[config.mk]
export PLATFORM = sky130hd
export DESIGN_NAME = bmd_wdma_desc_sched
export DESIGN_NICKNAME = d
export VERILOG_FILES = /design/src/rtl/bmd_wdma_desc_sched.sv
export SDC_FILE = /design/constraint.sdc
export NUM_CORES = 1
export LEC_CHECK = 0
export BUFFER_PORTS_ARGS = -buffer_cell sky130_fd_sc_hd__buf_2
export CORE_AREA = 3 3 162 164
export CTS_CLUSTER_DIAMETER = 200
export DETAILED_ROUTE_END_ITERATION = 10
export DIE_AREA = 0 0 165 167
export GPL_ROUTABILITY_DRIVEN = 0
export GPL_TIMING_DRIVEN = 0
export PLACE_DENSITY = 0.79
export SYNTH_ARGS = -nofsm -noshare
export SYNTH_HDL_FRONTEND = slang
export SYNTH_SLANG_ARGS = --single-unit
[constraint.sdc]
create_clock -name clk -period 3.8 [get_ports clk]
set_input_delay 0.76 -clock clk [delete_from_list [all_inputs] [get_ports clk]]
set_output_delay 0.76 -clock clk [all_outputs]
set_load 0.01 [all_outputs]
[src/rtl/bmd_wdma_desc_sched.sv]
// Descriptor queue and run scheduler that feeds buffer descriptors to the BMD write-DMA engine.
// Optional build macro BMD_WDMA_SCHED_AUTORESTART_EN: re-arm automatically after an underrun halt.
module bmd_wdma_desc_sched #(
   parameter int DEPTH_LOG2 = 2
) (
   input  logic                  clk,
   input  logic                  rst_n,
   input  logic                  init_rst_i,
   input  logic                  desc_wr_i,
   input  logic [31:0]           desc_addr_i,
   input  logic [7:0]            desc_up_addr_i,
   input  logic [15:0]           desc_len_i,
   output logic                  desc_full_o,
   output logic [DEPTH_LOG2:0]   desc_count_o,
   input  logic                  sched_start_i,
   input  logic                  sched_stop_i,
   output logic                  wdma_init_rst_o,
   output logic                  wdma_start_o,
   output logic                  wdma_stop_o,
   output logic [31:0]           next_wdma_addr_o,
   output logic [7:0]            next_wdma_up_addr_o,
   output logic [15:0]           wdma_frame_len_o,
   output logic                  next_wdma_valid_o,
   input  logic                  wdma_irq_i,
   input  logic [3:0]            wdma_status_i,
   output logic [15:0]           done_cnt_o,
   output logic                  underrun_o,
   output logic                  overflow_o,
   output logic                  timeout_o,
   output logic                  halted_o
);
   localparam logic [DEPTH_LOG2:0] FULL_CNT = {1'b1, {DEPTH_LOG2{1'b0}}};

   typedef enum logic [2:0] {IDLE, INIT, ARM, START, RUN, STAT, HALT} state_t;

   state_t                state;
   logic [55:0]           mem [2**DEPTH_LOG2];
   logic [DEPTH_LOG2-1:0] rd_ptr, wr_ptr, nxt_ptr;
   logic [DEPTH_LOG2:0]   count;
   logic [55:0]           head, head_nxt;
   logic                  irq_q, preload_sent, push, pop, status_pop, irq_rise;
   logic                  has_desc, multi_desc, restart;

   assign nxt_ptr      = rd_ptr + 1'b1;
   assign head         = mem[rd_ptr];
   assign head_nxt     = mem[nxt_ptr];
   assign has_desc     = (count != '0);
   assign multi_desc   = (count[DEPTH_LOG2:1] != '0);
   assign push         = desc_wr_i && !init_rst_i && (count != FULL_CNT);
   assign status_pop   = (wdma_status_i == 4'b0001) || (wdma_status_i == 4'b0011);
   assign pop          = (state == STAT) && status_pop && has_desc && !init_rst_i;
   assign irq_rise     = wdma_irq_i && !irq_q;
   assign desc_count_o = count;
   assign desc_full_o  = (count == FULL_CNT);
   assign halted_o     = (state == HALT);

`ifdef BMD_WDMA_SCHED_AUTORESTART_EN
   logic rearm;
   assign restart = has_desc && (sched_start_i || ((state == HALT) && rearm));
`else
   assign restart = has_desc && sched_start_i;
`endif

   // Descriptor storage: {up_addr, addr, len}; contents are don't-care while empty.
   always_ff @(posedge clk) begin
      if (push) mem[wr_ptr] <= {desc_up_addr_i, desc_addr_i, desc_len_i};
   end

   always_ff @(posedge clk or negedge rst_n) begin
      if (!rst_n) begin
         state <= IDLE; rd_ptr <= '0; wr_ptr <= '0; count <= '0;
         irq_q <= 1'b0; preload_sent <= 1'b0;
         wdma_init_rst_o <= 1'b0; wdma_start_o <= 1'b0; wdma_stop_o <= 1'b0;
         next_wdma_valid_o <= 1'b0; next_wdma_addr_o <= '0; next_wdma_up_addr_o <= '0;
         wdma_frame_len_o <= '0; done_cnt_o <= '0;
         underrun_o <= 1'b0; overflow_o <= 1'b0; timeout_o <= 1'b0;
`ifdef BMD_WDMA_SCHED_AUTORESTART_EN
         rearm <= 1'b0;
`endif
      end else if (init_rst_i) begin
         state <= IDLE; rd_ptr <= '0; wr_ptr <= '0; count <= '0;
         irq_q <= 1'b0; preload_sent <= 1'b0;
         wdma_init_rst_o <= 1'b0; wdma_start_o <= 1'b0; wdma_stop_o <= 1'b0;
         next_wdma_valid_o <= 1'b0; next_wdma_addr_o <= '0; next_wdma_up_addr_o <= '0;
         wdma_frame_len_o <= '0; done_cnt_o <= '0;
         underrun_o <= 1'b0; overflow_o <= 1'b0; timeout_o <= 1'b0;
`ifdef BMD_WDMA_SCHED_AUTORESTART_EN
         rearm <= 1'b0;
`endif
      end else begin
         wdma_init_rst_o   <= 1'b0;
         wdma_start_o      <= 1'b0;
         wdma_stop_o       <= 1'b0;
         next_wdma_valid_o <= 1'b0;
         irq_q             <= wdma_irq_i;

         if (push) wr_ptr <= wr_ptr + 1'b1;
         if (desc_wr_i && !push) overflow_o <= 1'b1;
         if (pop) rd_ptr <= nxt_ptr;
         if (push && !pop) count <= count + 1'b1;
         else if (pop && !push) count <= count - 1'b1;

         // Outputs are registered on the edge that enters the state they belong to.
         case (state)
            IDLE, HALT: begin
               if (restart) begin
                  state           <= INIT;
                  wdma_init_rst_o <= 1'b1;
                  preload_sent    <= 1'b0;
               end
            end
            INIT: begin
               state               <= ARM;
               next_wdma_valid_o   <= 1'b1;
               {next_wdma_up_addr_o, next_wdma_addr_o, wdma_frame_len_o} <= head;
            end
            ARM: begin
               state        <= START;
               wdma_start_o <= 1'b1;
            end
            START, RUN: begin
               if ((state == RUN) && sched_stop_i) wdma_stop_o <= 1'b1;
               if ((state == RUN) && irq_rise) begin
                  state <= STAT;
               end else begin
                  state <= RUN;
                  // Preload the following buffer so the engine can chain without a gap.
                  if (multi_desc && !preload_sent) begin
                     preload_sent      <= 1'b1;
                     next_wdma_valid_o <= 1'b1;
                     {next_wdma_up_addr_o, next_wdma_addr_o, wdma_frame_len_o} <= head_nxt;
                  end
               end
            end
            STAT: begin
`ifdef BMD_WDMA_SCHED_AUTORESTART_EN
               rearm <= (wdma_status_i == 4'b0011);
`endif
               case (wdma_status_i)
                  4'b0001: begin
                     done_cnt_o   <= done_cnt_o + 1'b1;
                     preload_sent <= 1'b0;
                     state        <= RUN;
                  end
                  4'b0011: begin
                     done_cnt_o <= done_cnt_o + 1'b1;
                     underrun_o <= 1'b1;
                     state      <= HALT;
                  end
                  4'b0010, 4'b0100: state <= HALT;
                  default: begin
                     timeout_o <= 1'b1;
                     state     <= HALT;
                  end
               endcase
            end
            default: state <= IDLE;
         endcase
      end
   end
endmodule

==> results.json <==
{
  "synthesis.nets": 1255,
  "critPathKind": "reg -> reg",
  "finalWirelength_um": 42300,
  "fin_crit_sh_pct": 74.8,
  "insertion_delay_ns": 0.56,
  "cts_hold_buf": 0,
  "hold_class": "in -> async",
  "dieWidth_um": 165,
  "period_needed_ns": 2.84,
  "avgViaCountPerCell": 7.10,
  "rsz0062_at_grt": "false",
  "dp_hpwl_um": 26600,
  "switchingPower_mw": 1.98,
  "cts-root-buf": "clkbuf_16",
  "grt_use_total_pct": 29.9,
  "vdd_drop_max_uv": 380,
  "cp.required_ns": 4.29,
  "htreeDepth": 1,
  "initial_utilization_pct": 58.7,
  "final_cell_area_um2": 16800,
  "drive_above_1_share_pct": 20.5,
  "pwr-share-seq_pct": 51.7,
  "async_flop_share_pct": 28.9,
  "pin_count": 151,
  "p_total_mw": 7.76,
  "synth_warnings": 0,
  "grt_max_degree": 57,
  "grt_overflow_total": 0,
  "dpl_worst_slack_ns": 0.737,
  "critPathArrivalTime_ns": 3.34,
  "core_um2": 25000,
  "final.setup.worst_slack_ns": 0.957,
  "switching_share_pct": 25.5,
  "fillers": 1830,
  "finalNetCount": 1439,
  "clkTransAtPathRegs_ns": 0.06,
  "reg2reg_slack_ns": 0.96,
  "cap_violations": 0,
  "status": "finished, final reports clean",
  "std_cell_rows": 58,
  "max_freq_ghz": 0.352,
  "ys_types": 57,
  "clock_power_share_pct": 36.0,
  "place_area_um2": 15900,
  "synth_area_um2": 14700,
  "clk_path_buf_depth": 3,
  "area_growth_pct": 14.4,
  "avgSynthCellArea_um2": 12.4,
  "cp_max_fo": 10,
  "clock_skew_ns": 0.00954,
  "firstDrtPassIters": 7,
  "antenna_found_initial": 5,
  "route.detailed.drc": 0,
  "drtIter0Drc": 2341,
  "vias": 12200,
  "power_density_nw_per_um2": 462,
  "synth_cells": 1182,
  "portBuffers": 150,
  "worstSetupStartpointType": "register",
  "cts_setup_buffers": 0,
  "synth_flop_cell": "edfxtp_1",
  "fp.dieH_um": 167,
  "slew_violations": 0,
  "cts_buffers": 31,
  "fin_util_pct": 67.1,
  "wl_per_cell_um": 24.6,
  "die_area_um2": 27600,
  "clock_sinks": 315,
  "worst_pin_slew_ns": 0.931,
  "tns_ns": 0,
  "hold_viol_final": 0,
  "final_cell_mix": "224 x edfxtp_1, 160 x buf_2, 121 x a21oi_1",
  "finalSetupViolCount": 0,
  "pwr-share-comb_pct": 12.3,
  "cts_tree": "built",
  "grt_pass1_vias": 11800,
  "seq_area_frac_synth_pct": 61.3,
  "grt_pass1_wl_um": 65300,
  "antenna_left": 0,
  "maxSlewHeadroom_pct": 38.0,
  "layout_commonest_cell": "edfxtp_1",
  "setup.worst_path.end_class": "register",
  "synth_edf_count": 224,
  "p_leak_nw": 6.08,
  "internal_power_mw": 5.78,
  "cts_resized": 0,
  "synth-seq-cells": 315
}
-- cells by family (layout without fill, tap and decap cells) --
family,count (synthesis),count (layout),share of synthesized area [%]
mux,63,63,4.82
other cells,0,1,0
compound gates,366,366,18.1
xor+xnor,15,15,0.894
fa+ha+maj,6,6,0.562
buf+inv,147,355,4.27
simple gates,270,270,10.1
flops,315,315,61.3
-- cell type report --
type / instances / area (um^2) / area share, %
diodes: 1 / 2.50 / 0.0149
plain buffers: 135 / 582 / 3.46
flip-flops and latches: 315 / 9000 / 53.6
clock buffers: 42 / 847 / 5.04
inverters: 12 / 45.0 / 0.268
well taps: 330 / 413 / 2.46
repair buffers: 151 / 781 / 4.64
multi-input cells: 720 / 5070 / 30.2
clock inverters: 15 / 63.8 / 0.380
-- synth_stat cells, types with 5 or more instances --
| cell | instances | area [um^2] |
|---|---|---|
| mux2_2 | 62 | 698 |
| buf_1 | 23 | 86.3 |
| buf_2 | 11 | 55.1 |
| inv_1 | 12 | 45.0 |
| xnor2_1 | 14 | 123 |
| nand3_1 | 8 | 40.0 |
| buf_6 | 7 | 78.8 |
| a211oi_1 | 56 | 420 |
| clkbuf_1 | 91 | 342 |
| o32ai_1 | 55 | 482 |
| edfxtp_1 | 224 | 6730 |
| nor2b_1 | 6 | 37.5 |
| nor4_1 | 116 | 726 |
| dfrtp_1 | 91 | 2280 |
| nand2_1 | 8 | 30.0 |
| a21oi_1 | 121 | 606 |
| nor2_1 | 87 | 327 |
| a32o_1 | 57 | 571 |
| o31ai_1 | 58 | 435 |
| ha_1 | 5 | 62.6 |
| o21ai_0 | 6 | 30.0 |
| nor3_1 | 7 | 35.0 |
-- path summary, 6_finish.rpt --
check | from | to | cells after the start
setup / recovery | state[1]$_DFFE_PN0N_ | next_wdma_up_addr_o[6]$_DFFE_PN0P_ | 7
hold / removal | rst_n | done_cnt_o[6]$_DFFE_PN0P_ | 1
setup reg to reg | state[1]$_DFFE_PN0N_ | next_wdma_up_addr_o[6]$_DFFE_PN0P_ | 7
min in group clk | desc_up_addr_i[6] | mem[3][54]$_DFFE_PP_ | 1
max in group asynchronous | rst_n | next_wdma_addr_o[25]$_DFFE_PN0P_ | 2
hold reg to reg | overflow_o$_DFFE_PN0P_ | overflow_o$_DFFE_PN0P_ | 2
-- through the flow --
step / hold slack [ns] / std cells
2_1_floorplan: 0.464 / 1182
3_3_place_gp: 0.472 / 1662
3_5_place_dp: 0.478 / 1663
4_1_cts: 0.204 / 1720
5_1_grt: 0.234 / 1721
6_report: 0.194 / 1721
-- metal layers --
metal  share of wire, %  wire length (um)  vias to the layer above  GRT usage [%]
met3                 12              5010                      162           5.82
met4                3.7              1550                        8           12.2
met5               0.16                68                        -              0
met1                 38             16100                     5856           42.1
met2                 46             19500                     1022           46.1
li1                   -                 -                     5165              -
-- state kept, by name (all words and copies together) (netlist names), 2 cells and up --
name and cells:
next_wdma_addr_o 32, mem 224, next_wdma_up_addr_o 8, wr_ptr 2
done_cnt_o 16, rd_ptr 2, desc_count_o 3, wdma_frame_len_o 16
state 3
-- critical path: stages, from the launching register on --
cell	delay [ns]
dfrtp_1	0.38
buf_2	0.18
nor3b_2	0.60
nand3_1	0.18
a21oi_1	0.32
buf_2	0.34
buf_1	0.50
a32o_1	0.26
-- power groups by stage --
stage / clock network (mW) / logic [mW] / registers, mW
floorplan: 0 / 0.520 / 4.08
global placement: 0 / 0.903 / 4.08
detailed placement: 0 / 0.935 / 4.07
CTS: 2.81 / 0.940 / 4.00
global route: 2.96 / 1.03 / 4.02
finish: 2.79 / 0.958 / 4.01
Note: power is estimated with default switching activity, not from simulation.
